$ cat config.mk
export PLATFORM = sky130hd
export DESIGN_NAME = ram_read_scheduler
export DESIGN_NICKNAME = d
export VERILOG_FILES = /design/src/rtl/ram_sched_pkg.sv /design/src/rtl/ram_req_fifo.sv /design/src/rtl/ram_read_scheduler.sv
export SDC_FILE = /design/constraint.sdc
export NUM_CORES = 1
export LEC_CHECK = 0
export BUFFER_PORTS_ARGS = -buffer_cell sky130_fd_sc_hd__clkbuf_2
export CAP_MARGIN = 20
export CORE_MARGIN = 5
export CORE_UTILIZATION = 46
export DETAILED_ROUTE_END_ITERATION = 16
export HOLD_SLACK_MARGIN = 0.05
export PLACE_DENSITY = 0.67
export SLEW_MARGIN = 5
export SYNTH_ARGS = -nofsm -noshare
export SYNTH_HDL_FRONTEND = slang
export SYNTH_SLANG_ARGS = --single-unit
$ cat constraint.sdc
create_clock -name clk -period 6.8 [get_ports clk]
set_input_delay 0.34 -clock clk [delete_from_list [all_inputs] [get_ports clk]]
set_output_delay 0.34 -clock clk [all_outputs]
set_load 0.1 [all_outputs]
$ cat src/rtl/ram_sched_pkg.sv
// Shared types and default sizes for the RAM read scheduler.
package ram_sched_pkg;

  localparam int REQ_DEPTH_DEF = 8;
  localparam int ADDR_W_DEF    = 16;
  localparam int DATA_W_DEF    = 16;
  localparam int TAG_W_DEF     = 8;
  localparam int RAM_WORDS_DEF = 700;

  // One queued read: where to read and which instruction it belongs to.
  typedef struct packed {
    logic [ADDR_W_DEF-1:0] addr;
    logic [TAG_W_DEF-1:0]  tag;
  } readram_req;

  // One returned result lane.
  typedef struct packed {
    logic                  valid;
    logic [TAG_W_DEF-1:0]  tag;
    logic [DATA_W_DEF-1:0] value;
    logic                  error;
  } readram_rsp;

  // Number of set bits in a 2-lane valid mask.
  function automatic logic [1:0] lane_count(input logic [1:0] v);
    return {1'b0, v[0]} + {1'b0, v[1]};
  endfunction

endpackage

$ cat src/rtl/ram_req_fifo.sv
// Two-in / two-out circular request buffer. Pushed lanes are packed into
// consecutive slots (lane 0 first); head and head+1 are always visible.
module ram_req_fifo
  import ram_sched_pkg::*;
#(
  parameter  int DEPTH = REQ_DEPTH_DEF,
  localparam int PTR_W = $clog2(DEPTH),
  localparam int CNT_W = PTR_W + 1
) (
  input  logic             clk,
  input  logic             rst,
  input  logic [1:0]       push,
  input  readram_req       push_data0,
  input  readram_req       push_data1,
  input  logic [1:0]       pop_n,
  output readram_req       head,
  output readram_req       head1,
  output logic [CNT_W-1:0] count
);

  readram_req       mem [DEPTH];
  logic [PTR_W-1:0] wr_ptr;
  logic [PTR_W-1:0] rd_ptr;
  logic [PTR_W-1:0] wr_ptr1;
  logic [1:0]       n_push;

  assign n_push  = lane_count(push);
  assign wr_ptr1 = wr_ptr + PTR_W'(1);
  assign head    = mem[rd_ptr];
  assign head1   = mem[rd_ptr + PTR_W'(1)];

  // Slot writes: lane 1 takes the first free slot when lane 0 is absent.
  // NOTE: storage is not reset; count and pointers alone say which slots hold live requests.
  always_ff @(posedge clk) begin
    if (push[0]) mem[wr_ptr] <= push_data0;
    if (push[1]) mem[push[0] ? wr_ptr1 : wr_ptr] <= push_data1;
  end

  // Pointer and occupancy update; pointers wrap naturally at DEPTH (power of two).
  // NOTE: non-blocking so count, wr_ptr and rd_ptr all see pre-edge values.
  always_ff @(posedge clk or posedge rst) begin
    if (rst) begin
      wr_ptr <= '0;
      rd_ptr <= '0;
      count  <= '0;
    end else begin
      wr_ptr <= wr_ptr + PTR_W'(n_push);
      rd_ptr <= rd_ptr + PTR_W'(pop_n);
      count  <= count - CNT_W'(pop_n) + CNT_W'(n_push);
    end
  end

  // Occupancy must never exceed the buffer size.
  always_ff @(posedge clk) begin
    if (!rst) assert (count <= CNT_W'(DEPTH));
  end

endmodule

$ cat src/rtl/ram_read_scheduler.sv
// Issues buffered tagged reads onto both RAM read ports, registers the
// results with their tags, and passes the write port through with
// same-cycle write-to-read forwarding and address range checking.
module ram_read_scheduler
  import ram_sched_pkg::*;
#(
  parameter int REQ_DEPTH = REQ_DEPTH_DEF,
  parameter int ADDR_W    = ADDR_W_DEF,
  parameter int DATA_W    = DATA_W_DEF,
  parameter int TAG_W     = TAG_W_DEF,
  parameter int RAM_WORDS = RAM_WORDS_DEF
) (
  input  logic                clk,
  input  logic                rst,
  input  logic [1:0]          req_valid,
  input  logic [2*ADDR_W-1:0] req_address,
  input  logic [2*TAG_W-1:0]  req_tag,
  output logic                req_ready,
  input  logic                rsp_stall,
  output logic [1:0]          rsp_valid,
  output logic [2*TAG_W-1:0]  rsp_tag,
  output logic [2*DATA_W-1:0] rsp_value,
  output logic [1:0]          rsp_error,
  input  logic                wr_valid,
  input  logic [ADDR_W-1:0]   wr_address,
  input  logic [DATA_W-1:0]   wr_value,
  output logic                ram_write_enabled,
  output logic [ADDR_W-1:0]   ram_write_address,
  output logic [DATA_W-1:0]   ram_write_value,
  output logic [ADDR_W-1:0]   ram_read_address,
  input  logic [DATA_W-1:0]   ram_read_value,
  output logic [ADDR_W-1:0]   ram_read_address2,
  input  logic [DATA_W-1:0]   ram_read_value2
);

  localparam int CNT_W = $clog2(REQ_DEPTH) + 1;

  logic [CNT_W-1:0]  count;
  logic [1:0]        push;
  logic [1:0]        issue;
  logic [1:0]        pop_n;
  readram_req        in0, in1, head, head1;
  readram_req        lane_req [2];
  logic [DATA_W-1:0] lane_ram [2];
  readram_rsp [1:0]  rsp_d, rsp_q;

  // Ready only with two free slots, so a dual-lane push can never overflow.
  assign req_ready = (count <= CNT_W'(REQ_DEPTH - 2));
  assign push      = req_ready ? req_valid : 2'b00;
  assign in0       = '{addr: req_address[ADDR_W-1:0],      tag: req_tag[TAG_W-1:0]};
  assign in1       = '{addr: req_address[2*ADDR_W-1:ADDR_W], tag: req_tag[2*TAG_W-1:TAG_W]};

  ram_req_fifo #(.DEPTH(REQ_DEPTH)) u_fifo (
    .clk        (clk),
    .rst        (rst),
    .push       (push),
    .push_data0 (in0),
    .push_data1 (in1),
    .pop_n      (pop_n),
    .head       (head),
    .head1      (head1),
    .count      (count)
  );

  // Write port pass-through; out-of-range writes are suppressed.
  assign ram_write_enabled = wr_valid && (wr_address < ADDR_W'(RAM_WORDS));
  assign ram_write_address = wr_address;
  assign ram_write_value   = wr_value;

  // Both read ports always look at the head pair, issued or not.
  assign ram_read_address  = head.addr;
  assign ram_read_address2 = head1.addr;
  assign lane_req[0] = head;
  assign lane_req[1] = head1;
  assign lane_ram[0] = ram_read_value;
  assign lane_ram[1] = ram_read_value2;

  // Issue mask: up to two of the oldest entries unless stalled or empty.
  // NOTE: every always_comb output gets a default first so no latch is inferred.
  always_comb begin
    issue = 2'b00;
    if (!rsp_stall && count != '0) issue = (count == CNT_W'(1)) ? 2'b01 : 2'b11;
  end

  assign pop_n = issue[1] ? 2'd2 : {1'b0, issue[0]};

  // Next response per lane: range error wins, then forwarding, then RAM data.
  always_comb begin
    rsp_d = '0;
    for (int i = 0; i < 2; i++) begin
      if (issue[i]) begin
        rsp_d[i].valid = 1'b1;
        rsp_d[i].tag   = lane_req[i].tag;
        if (lane_req[i].addr >= ADDR_W'(RAM_WORDS)) rsp_d[i].error = 1'b1;
        else if (wr_valid && lane_req[i].addr == wr_address) rsp_d[i].value = wr_value;
        else rsp_d[i].value = lane_ram[i];
      end
    end
  end

  // Response registers: results appear one cycle after issue.
  always_ff @(posedge clk or posedge rst) begin
    if (rst) rsp_q <= '0;
    else     rsp_q <= rsp_d;
  end

  for (genvar i = 0; i < 2; i++) begin : g_out
    assign rsp_valid[i]                    = rsp_q[i].valid;
    assign rsp_tag[i*TAG_W +: TAG_W]       = rsp_q[i].tag;
    assign rsp_value[i*DATA_W +: DATA_W]   = rsp_q[i].value;
    assign rsp_error[i]                    = rsp_q[i].error;
  end

endmodule

# == After elaboration in Yosys (flattened, before gate mapping) ==
# Memories as Yosys holds them, arrays and structs flattened.
# Index checks and enable logic that the tools add are counted.
# word_totals
output_inout_bits,118
ramBits,192
n_memories,1
register_bits,62
input_bits,118
elab_cells,49
# memory_table
name,words,width,read_ports,rd_ports_with_merged_regs,wr,line_no,rtl
u_fifo.mem,8,24,2,0,2,ram_req_fifo.sv:21,readram_req mem [DEPTH];
# op_classes
n_eq_ne,3
mux,17
order_cmp,4
n_reduce_logical,6
n_addsub,7
# op_table
cell,count
2-to-1 mux 16 bit,4
2-to-1 mux 26 bit,2
== test 16 bit,2
greater-or-equal comparator 16 x 10 -> 1 bit (second input constant),2
< comparator 16 x 10 -> 1 bit (second input constant),1
2-to-1 mux 2 bit,4
adder 3 x 1 -> 3 bit (second input constant),2
adder 3 x 2 -> 3 bit,2
2-to-1 mux 1 bit,6
adder 4 x 2 -> 4 bit,1
== test 4 x 1 -> 1 bit (second input constant),1
<= comparator 4 x 3 -> 1 bit (second input constant),1
logical AND 1 bit,4
nonzero test 4 bit,1
subtractor 4 x 2 -> 4 bit,1
2-to-1 mux 3 bit,1
adder 1 x 1 -> 2 bit,1
zero test 1 bit,1

# == Depth between registers and ports, before layout ==
# Gate-level depths: netlist (run 1).
# An unclocked memory read counts as a cell.
# depth
word_depth,7
ltp_mapped,13
depth_no_buf,13

# == Cells and area by module ==
# Synthesis (run 1) repeated with hierarchy kept, for this count alone.
# unflattened
cells_unflattened,1124
area_unflattened_um2,15184.6
# modules_own_cells
mod,instances,area_each_um2,cells_per_inst,seq_area_each_um2
ram_req_fifo,1,12364.4,837,6015.8
ram_read_scheduler,1,2820.2,287,1301.2

# == Worst setup path before layout (run 1) ==
# No wires, ideal clock.
# synth_path
path_kind,flip-flop to flip-flop
startpoint,register u_fifo.rd_ptr[0]
endpoint,"register rsp_q, in the netlist rsp_value[22]"
path_stages_with_launch,13
n_path_buf,3
arrival_time_ns,6.189
setup_ns,0.132
path_slack_ns,0.479
period_less_slack_ns,6.321
t_required_ns,6.668
cell_sequence,dfrtp_1 -> ha_1 -> xnor2_2 -> buf_6 -> mux2_2 -> nor4_1 -> xor2_1 -> or4_1 -> or4_1 -> buf_4 -> buf_6 -> mux2i_1 -> nor2_1
# synth_lines
item,line_no,rtl
start: declaration,ram_req_fifo.sv:23,logic [PTR_W-1:0] rd_ptr;
start signal: assignment,ram_req_fifo.sv:48,rd_ptr <= rd_ptr + PTR_W'(pop_n);
end signal: assignment,ram_read_scheduler.sv:104,else rsp_q <= rsp_d;
end: declaration,ram_read_scheduler.sv:45,"readram_rsp [1:0] rsp_d, rsp_q;"

==> results.cfg, run 1 <==
[final_layout]
drive_gt1_frac = 0.4944
nets = 1368
synthToLayoutAreaGrowth_pct = 17.27

[global_route]
grtUsageMet1 = 0.3039
grt_max_degree = 63
grt_overflow = 0
grt_pass1_vias = 9892
grt_busiest_layer = met2
use_met2 = 0.3924
antenna_found_initial = 2
grt_util_all_layers = 0.2302
grt_pass1_wl_um = 62330
grt_util_met3 = 0.04650

[critical_path]
endpoint_kind = flop
worstSetupPathType = reg2reg
cp_num_buf_inv = 1
required_ps = 7200
cp_slowest_cell = dfrtp_4
slowest_delay_ps = 1010
critPathLaunchType = flop
cp_max_fo = 55
crit_path_cell_trace = ha_4 > buf_4 > mux4_2 > mux2_2 > xnor2_1 > and3_1 > o2111ai_1 > or4_1 > mux2i_1 > nor2_1
arrival_ps = 5610
critical_path.top_delay_family = simple AND/OR/NAND/NOR gates

[floorplan]
die_area_mm2 = 0.03554
rows = 65
core_mm2 = 0.03147
die_x_um = 188.5
die_y_um = 188.5
io_pins = 236
initial_core_util = 0.4658

[placement]
pre_cts_slack_ps = 1545
io_buffers = 235
dpl.hpwl_um = 27140
finalWeightedCongestion = 0.9051

[routing]
wl_per_cell_um = 25.20
avgViaCountPerCell = 5.789
drt-initial-drc-count = 722
drt-total-wl_um = 41830
drcViolationCount = 0
first_pass_iters = 5
vias = 9610
postRouteAntennaNets = 0

[clock_tree]
cts_tree = done
ctsHtreeMaxLevel = 1
clkSinkCount = 254
numCtsBuffers = 29
cts_resized = 0
cts-root-buf = clkbuf_16
path_clk_slew_ps = 60
clock_path_buffers = 3
clkLatencyLatePin_ps = 550

[synth]
yosys_most_used_dff = edfxtp_1
yosysWarnings = 0
synth_fp_nets = 1148
synthCells = 1014
syn_area_mm2 = 0.01466
synthArstFlopShare = 0.2441
synth_area_per_cell_um2 = 14.46
synth.distinct_cells = 49
synth_seq_cells = 254
ys_seq_area_frac = 0.4991
synth_edf_count = 192

[sta]
drv_slew = 0
clock_skew_ps = 20.30
layout_min_cycle_time_ps = 5213
grt_setup_unrepaired = no
fin_ws_ps = 1587
finalHoldViolCount = 0
setup_viol = 0
final_min_period_over_clock_period = 0.7665
tns_ps = 0
slew-limit-headroom = 0.2721
max_clock_freq_mhz = 191.8
worst_pin_slew_ps = 1086

[min_path]
hp-class = in2reg

[flow_run]
drv_cap = 0

[run_status]
status = complete, no violations
==> through the flow <==
step                hold slack [ps]  instance area (um2)    util  instances
floorplan                     493.0                14660       -       1014
global placement              587.0                16060  0.5102       1581
detailed placement            590.6                16060  0.5102       1581
CTS                           53.63                17190  0.5461       1658
global route                  81.65                17190  0.5462       1660
finish                        81.79                17190  0.5462       1660
==> layout make-up <==
cell class	instances	area, um2
Clock inverter	15	127.6
Multi-Input combinational cell	642	6792
Inverter	25	93.84
Sequential cell	254	7322
Timing Repair Buffer	282	1589
Antenna cell	2	5.005
Fill cell	2635	14280
Tap cell	402	503.0
Clock buffer	38	759.5
==> worst min-delay path, cell delays in order <==
cell	delay, ps
clkbuf_2	80
mux2i_1	60
nor2_1	90
==> cell usage after synthesis, types with 2 or more instances <==
master	n	area share
a21o_1	4	0.0020
a21oi_1	15	0.0051
a32oi_1	2	0.0012
and2_1	2	0.00085
and3_1	2	0.00085
buf_1	16	0.0041
buf_2	15	0.0051
buf_4	36	0.018
buf_6	5	0.0038
clkbuf_1	21	0.0054
dfrtp_1	62	0.11
edfxtp_1	192	0.39
fa_1	2	0.0027
ha_1	14	0.012
inv_1	24	0.0061
mux2_2	214	0.16
mux2i_1	65	0.044
mux4_2	84	0.13
nand2_1	62	0.016
nand2b_1	7	0.0030
nand3_1	4	0.0014
nand3b_1	6	0.0031
nand4_1	4	0.0017
nor2_1	50	0.013
nor2b_1	5	0.0021
nor3_1	11	0.0038
nor3b_1	12	0.0061
nor4_1	7	0.0030
nor4b_1	2	0.0012
o21ai_0	7	0.0024
o21bai_1	2	0.0010
or4_1	2	0.0010
xnor2_1	12	0.0072
xor2_1	31	0.019
==> repair_timing <==
action | 4_1_cts | 5_1_grt
endpoints found under the hold margin | 43 | 0
hold buffers | 24 | 0
buffers inserted | 0 | 0
==> layer usage <==
metal	part of all wire	vias up
li1	-	4295
met1	0.41	4846
met2	0.49	418
met3	0.078	51
met4	0.020	0
met5	0	-
==> registers in the layout, indices dropped and copies added (netlist names) <==
register       count
rsp_valid          2
rsp_error          2
u_fifo.wr_ptr      3
u_fifo.count       4
rsp_value         32
rsp_tag           16
u_fifo.rd_ptr      3
u_fifo.mem       192
==> path summary, 6_finish.rpt <==
kind / from / to / slack, ps / cells past startpoint
max: u_fifo.rd_ptr[0] / rsp_value[26] / 1590 / 10
max in group asynchronous: rst / u_fifo.rd_ptr[0] / 5600 / 4
min in group asynchronous: rst / rsp_value[9] / 580 / 4
max reg2reg: u_fifo.rd_ptr[0] / rsp_value[26] / 1590 / 10
min: ram_read_value[2] / rsp_value[2] / 80 / 3
min reg2reg: u_fifo.count[3] / u_fifo.count[3] / 690 / 3
==> layout by cell type, fill, tap and decap left out, drive strengths merged, types with 4 or more instances in the layout <==
master and count:
nor2 50, buf 23, nand2 62, nor2b 5, xnor2 13, inv 25
nand4 4, mux2i 65, mux4 84, nor4 8, edfxtp 192, clkbuf 273
a21o 4, clkinv 12, dlygate4sd3 24, a21oi 15, xor2 32, nand3 4
o21ai 7, nand2b 7, dfrtp 62, ha 14, nand3b 6, nor3b 12
nor3 11, mux2 215
==> kinds of logic after synthesis <==
logic type / count (synthesis) / synth area share
xor+xnor: 45 / 0.02868
compound gates: 38 / 0.01605
fa+ha+maj: 16 / 0.01468
simple gates: 179 / 0.05940
buf+inv: 118 / 0.04327
flops: 254 / 0.4991
mux: 364 / 0.3388
Power of run 1 is left out: the tool's default activity adds up to more than one toggle a clock period on the data nets, which glitch-free logic cannot reach.
==> run 2: changes to the inputs <==
--- a/config.mk
+++ b/config.mk
@@ -11,7 +11,7 @@
 export CORE_UTILIZATION = 46
 export DETAILED_ROUTE_END_ITERATION = 16
 export HOLD_SLACK_MARGIN = 0.05
-export PLACE_DENSITY = 0.67
+export PLACE_DENSITY = 0.7
 export SLEW_MARGIN = 5
 export SYNTH_ARGS = -nofsm -noshare
 export SYNTH_HDL_FRONTEND = slang
==> constraint.sdc (replaced) <==
create_clock -name clk -period 4.35 [get_ports clk]
set_input_delay 0.2175 -clock clk [delete_from_list [all_inputs] [get_ports clk]]
set_output_delay 0.2175 -clock clk [all_outputs]
set_load 0.1 [all_outputs]
==> run 2 against run 1 <==
  * Non-clock buffer count rose by 54
  * First-iteration DRC count rose by 14%
  * Critical path depth rose by 1
  * Design area rose by 3.5%
  * Global-route usage rose by 0.92 points
  * Fmax rose by 31%
==> results.cfg, run 2 (synthesized netlist as in run 1, its figures left out) <==
[critical_path]
crit_path_cell_trace = buf_16 > mux4_2 > mux2_2 > xor2_1 > nor4_1 > nand2_1 > nor4_4 > buf_4 > mux2i_1 > dlygate4sd3_1 > nor2_1
cp_num_buf_inv = 3
r2r_start = u_fifo.rd_ptr[0]
required_ps = 4750
cp_max_fo = 53
rrSetupSlack_ps = 370
worstSetupPathType = reg2reg
critPathLaunchType = flop
reg2regPathDepth = 11
critical_path.top_delay_family = buffers and inverters
endpoint_kind = flop
cp_slowest_cell = dlygate4sd3_1
arrival_ps = 4380
timing.rr.end = rsp_value[14]
crit_start = u_fifo.rd_ptr[0]
cp.depth = 11
slowest_delay_ps = 580

[routing]
avgViaCountPerCell = 5.918
drt-initial-drc-count = 826
drcViolationCount = 0
wl_per_cell_um = 25.63
vias = 10130
postRouteAntennaNets = 0
first_pass_iters = 5
drt-total-wl_um = 43880

[clock_tree]
post_cts_buffers = 0
path_clk_slew_ps = 70
ctsHtreeMaxLevel = 1
cts-root-buf = clkbuf_16
clkSinkCount = 254
cts_tree = done
numCtsBuffers = 28
clkLatencyLatePin_ps = 550
clock_path_buffers = 3

[run_status]
status = complete, no violations

[global_route]
grt_pass1_vias = 10480
grt_pass1_wl_um = 65580
grt_util_all_layers = 0.2395
grt_overflow = 0
grt_busiest_layer = met2
grtUsageMet1 = 0.3105
grt_util_met3 = 0.05558
use_met2 = 0.4064
antenna_found_initial = 3
grt_max_degree = 106

[sta]
setup_viol = 0
worst_pin_slew_ps = 1097
grt_setup_unrepaired = no
drv_slew = 0
final_min_period_over_clock_period = 0.9152
clock_skew_ps = 20.45
layout_min_cycle_time_ps = 3981
tns_ps = 0
max_clock_freq_mhz = 251.2
slew-limit-headroom = 0.2664
finalHoldViolCount = 0

[min_path]
hp-start = req_address[26]
hp-class = in2reg
hold_path_end = u_fifo.mem[6][18]
min_path_cells = 2

[floorplan]
die_x_um = 188.5
die_y_um = 188.5
rows = 65
io_pins = 236
core_mm2 = 0.03147
die_area_mm2 = 0.03554
initial_core_util = 0.4658

[final_layout]
multi_input_area_mm2 = 0.006847
final-seq-area_mm2 = 0.007322
nets = 1421
final_cell_mix = clkbuf_2 (235), mux2_2 (214), edfxtp_1 (192), mux4_2 (84), dlygate4sd3_1 (65)
synthToLayoutAreaGrowth_pct = 21.42
final_util = 0.5656
mostFrequentLayoutCell = clkbuf_2
largest_reg_flops = 192
top_register = u_fifo.mem
fill_cells = 2553
drive_gt1_frac = 0.4851

[placement]
finalWeightedCongestion = 0.8916
dpl.hpwl_um = 28040
io_buffers = 235

[flow_run]
drv_cap = 0
[run 2: changes by cell type in the layout (fill, tap and decap cells not counted), moves of 2 or more]
| cell | delta |
|---|---|
| clkbuf_1 | -2 |
| nor4_1 | -2 |
| o21bai_2 | -2 |
| dlygate4sd3_1 | +41 |
| bufinv_16 | -2 |
| o21bai_4 | +2 |
| clkbuf_8 | +4 |
| nor4_4 | +2 |
| buf_4 | +8 |
| clkinv_1 | +2 |
| buf_12 | +3 |
[run 2: repair_timing]
item,4_1_cts,5_1_grt
setup endpoints to repair,0,16
hold buffers,65,0
resized for setup,0,1
hold endpoints to repair,49,0
[run 2: stage by stage]
step	instances	cell area, um2	setup WS (ps)	hold WS [ps]
floorplan	1014	14720	49.52	370.5
global placement	1593	16250	576.5	206.9
detailed placement	1593	16250	499.6	217.2
CTS	1710	17770	231.2	56.89
global route	1712	17800	134.6	63.30
finish	1712	17800	368.9	86.24
[run 2: area by class of cell]
| class | count | area share |
|---|---|---|
| flip-flops and latches | 254 | 0.4113 |
| multi-input cells | 642 | 0.3846 |
| repair buffers | 336 | 0.1220 |
| clock buffers | 40 | 0.04534 |
| well taps | 402 | 0.02826 |
| inverters | 25 | 0.005272 |
| clock inverters | 12 | 0.003022 |
| diodes | 1 | 0.0001406 |
[run 2: layer usage]
layer / vias up / routed length, um
met5: - / 34
met4: 4 / 1204
met3: 73 / 4047
met2: 545 / 21630
met1: 5107 / 16950
li1: 4403 / -
[run 2: how the worst max path moves through the flow]
stage                     to  slack (ps)
3_3_place_gp   rsp_value[30]         580
2_1_floorplan  rsp_value[22]          50
6_report       rsp_value[14]         370
4_1_cts        rsp_value[13]         230
3_5_place_dp   rsp_value[17]         500
5_1_grt         rsp_value[7]         130
Power of run 2 is left out for the same reason.
==> run 3: changes to the inputs <==
--- a/config.mk
+++ b/config.mk
@@ -8,10 +8,10 @@
 export BUFFER_PORTS_ARGS = -buffer_cell sky130_fd_sc_hd__clkbuf_2
 export CAP_MARGIN = 20
 export CORE_MARGIN = 5
-export CORE_UTILIZATION = 46
+export CORE_UTILIZATION = 50
 export DETAILED_ROUTE_END_ITERATION = 16
 export HOLD_SLACK_MARGIN = 0.05
-export PLACE_DENSITY = 0.7
+export PLACE_DENSITY = 0.75
 export SLEW_MARGIN = 5
 export SYNTH_ARGS = -nofsm -noshare
 export SYNTH_HDL_FRONTEND = slang
==> run 3 against run 2 <==
  * Design area increased by 0.82%
  * Setup slack worse by 100 ps
  * Final cell count decreased by 1.1%
  * First-iteration DRC count up 12%
  * Sequential cell count is the same
  * Critical path depth did not move
  * Non-clock buffer count is 1 lower
  * Fmax is 2.4% lower
  * Sequential share of layout area decreased by 0.33 points
  * Largest cell class unchanged
  * Highest routed layer is now met4
==> results.cfg, run 3 (synthesized netlist as in run 1, its figures left out) <==
[clock_tree]
path_clk_slew_ps = 60
cts_tree = done
clkLatencyLatePin_ps = 550
cts-root-buf = clkbuf_16
numCtsBuffers = 28
clkSinkCount = 254
clock_path_buffers = 3
ctsHtreeMaxLevel = 1

[sta]
tns_ps = 0
drv_slew = 0
final_min_period_over_clock_period = 0.9382
layout_min_cycle_time_ps = 4081
finalHoldViolCount = 0
max_clock_freq_mhz = 245.0
slew-limit-headroom = 0.3858
setup_viol = 0
grt_setup_unrepaired = no
fin_ws_ps = 269.0
worst_pin_slew_ps = 920.0
clock_skew_ps = 17.21

[floorplan]
core_mm2 = 0.02886
die_x_um = 181.2
die_y_um = 181.2
io_pins = 236
initial_core_util = 0.5080
die_area_mm2 = 0.03284
rows = 62

[run_status]
status = complete, no violations

[routing]
drcViolationCount = 0
first_pass_iters = 7
postRouteAntennaNets = 0
avgViaCountPerCell = 5.964
vias = 10100
wl_per_cell_um = 25.07
drt-initial-drc-count = 925
drt-total-wl_um = 42470

[critical_path]
rrSetupSlack_ps = 270
required_ps = 4750
worstSetupPathType = reg2reg
critPathLaunchType = flop
slowest_delay_ps = 580
endpoint_kind = flop
cp_slowest_cell = dfrtp_4
cp_max_fo = 53
crit_path_cell_trace = buf_8 > mux4_2 > mux2_2 > xor2_1 > nor4_1 > nand2_1 > nor4_4 > buf_4 > mux2i_1 > dlygate4sd3_1 > nor2_1
arrival_ps = 4480

[global_route]
grt_pass1_vias = 10620
grt_pass1_wl_um = 64640
grt_util_all_layers = 0.2537
grt_overflow = 0
grt_max_degree = 54
antenna_found_initial = 2

[placement]
dp.cells = 1576
pre_cts_slack_ps = 371.8
io_buffers = 235
finalWeightedCongestion = 0.9632
dpl.hpwl_um = 27240

[final_layout]
fill_cells = 2120
nets = 1420
final-seq-area_mm2 = 0.007322
drive_gt1_frac = 0.4924
synthToLayoutAreaGrowth_pct = 22.41
mostFrequentLayoutCell = clkbuf_2
final_cells = 1694
multi_input_area_mm2 = 0.006832
top_register = u_fifo.mem
final_cell_mix = clkbuf_2 (235), mux2_2 (214), edfxtp_1 (192), mux4_2 (84), mux2i_1 (64)
largest_reg_flops = 192

[min_path]
hp-class = in2reg

[flow_run]
drv_cap = 0
==> run 3: cell type report <==
type                       instances  area share
sequential                       254      0.4080
multi-input combinational        642      0.3807
timing repair buffer             335      0.1196
clock buffer                      45     0.05424
tap                              384     0.02677
clock inverter                     7    0.005229
inverter                          25    0.005229
antenna                            2   0.0002789
==> run 3: path summary, 6_finish.rpt <==
kind,cells after the start,end,startpoint
setup / recovery,11,rsp_value[9],u_fifo.rd_ptr[0]
max in group asynchronous,4,rsp_value[28],rst
hold / removal,2,u_fifo.mem[5][6],req_tag[6]
min in group asynchronous,3,u_fifo.wr_ptr[1],rst
setup reg to reg,11,rsp_value[9],u_fifo.rd_ptr[0]
hold reg to reg,2,u_fifo.wr_ptr[2],u_fifo.wr_ptr[1]
==> run 3: worst max-delay path: cells and delay by family (launching register included) <==
| kind | cells | cell delay [ps] |
|---|---|---|
| buffers and inverters | 3 | 1290 |
| AND/OR/NAND/NOR | 4 | 700 |
| flip-flops | 1 | 580 |
| multiplexers | 3 | 1150 |
| XOR/XNOR | 1 | 150 |
==> run 3: metrics by stage <==
| step | utilization | area (um2) | hold slack [ps] |
|---|---|---|---|
| floorplan | - | 14720 | 370.5 |
| global placement | 0.5622 | 16220 | 441.1 |
| detailed placement | 0.5622 | 16220 | 461.6 |
| CTS | 0.6211 | 17920 | 56.25 |
| global route | 0.6219 | 17950 | 64.93 |
| finish | 0.6219 | 17950 | 79.80 |
==> run 3: timing repair <==
| item | in CTS | in global routing |
|---|---|---|
| hold endpoints to repair | 72 | 0 |
| gates resized for setup | 0 | 3 |
| hold buffers | 63 | 0 |
| setup buffers | 0 | 0 |
| setup endpoints to repair | 0 | 14 |
==> run 3: per-layer routing <==
metal	part of all wire	vias up	track usage
li1	-	4396	-
met1	0.39	5061	0.3274
met2	0.49	564	0.4301
met3	0.095	82	0.05831
met4	0.027	0	0.07625
met5	0	-	0
Power of run 3 is left out for the same reason.
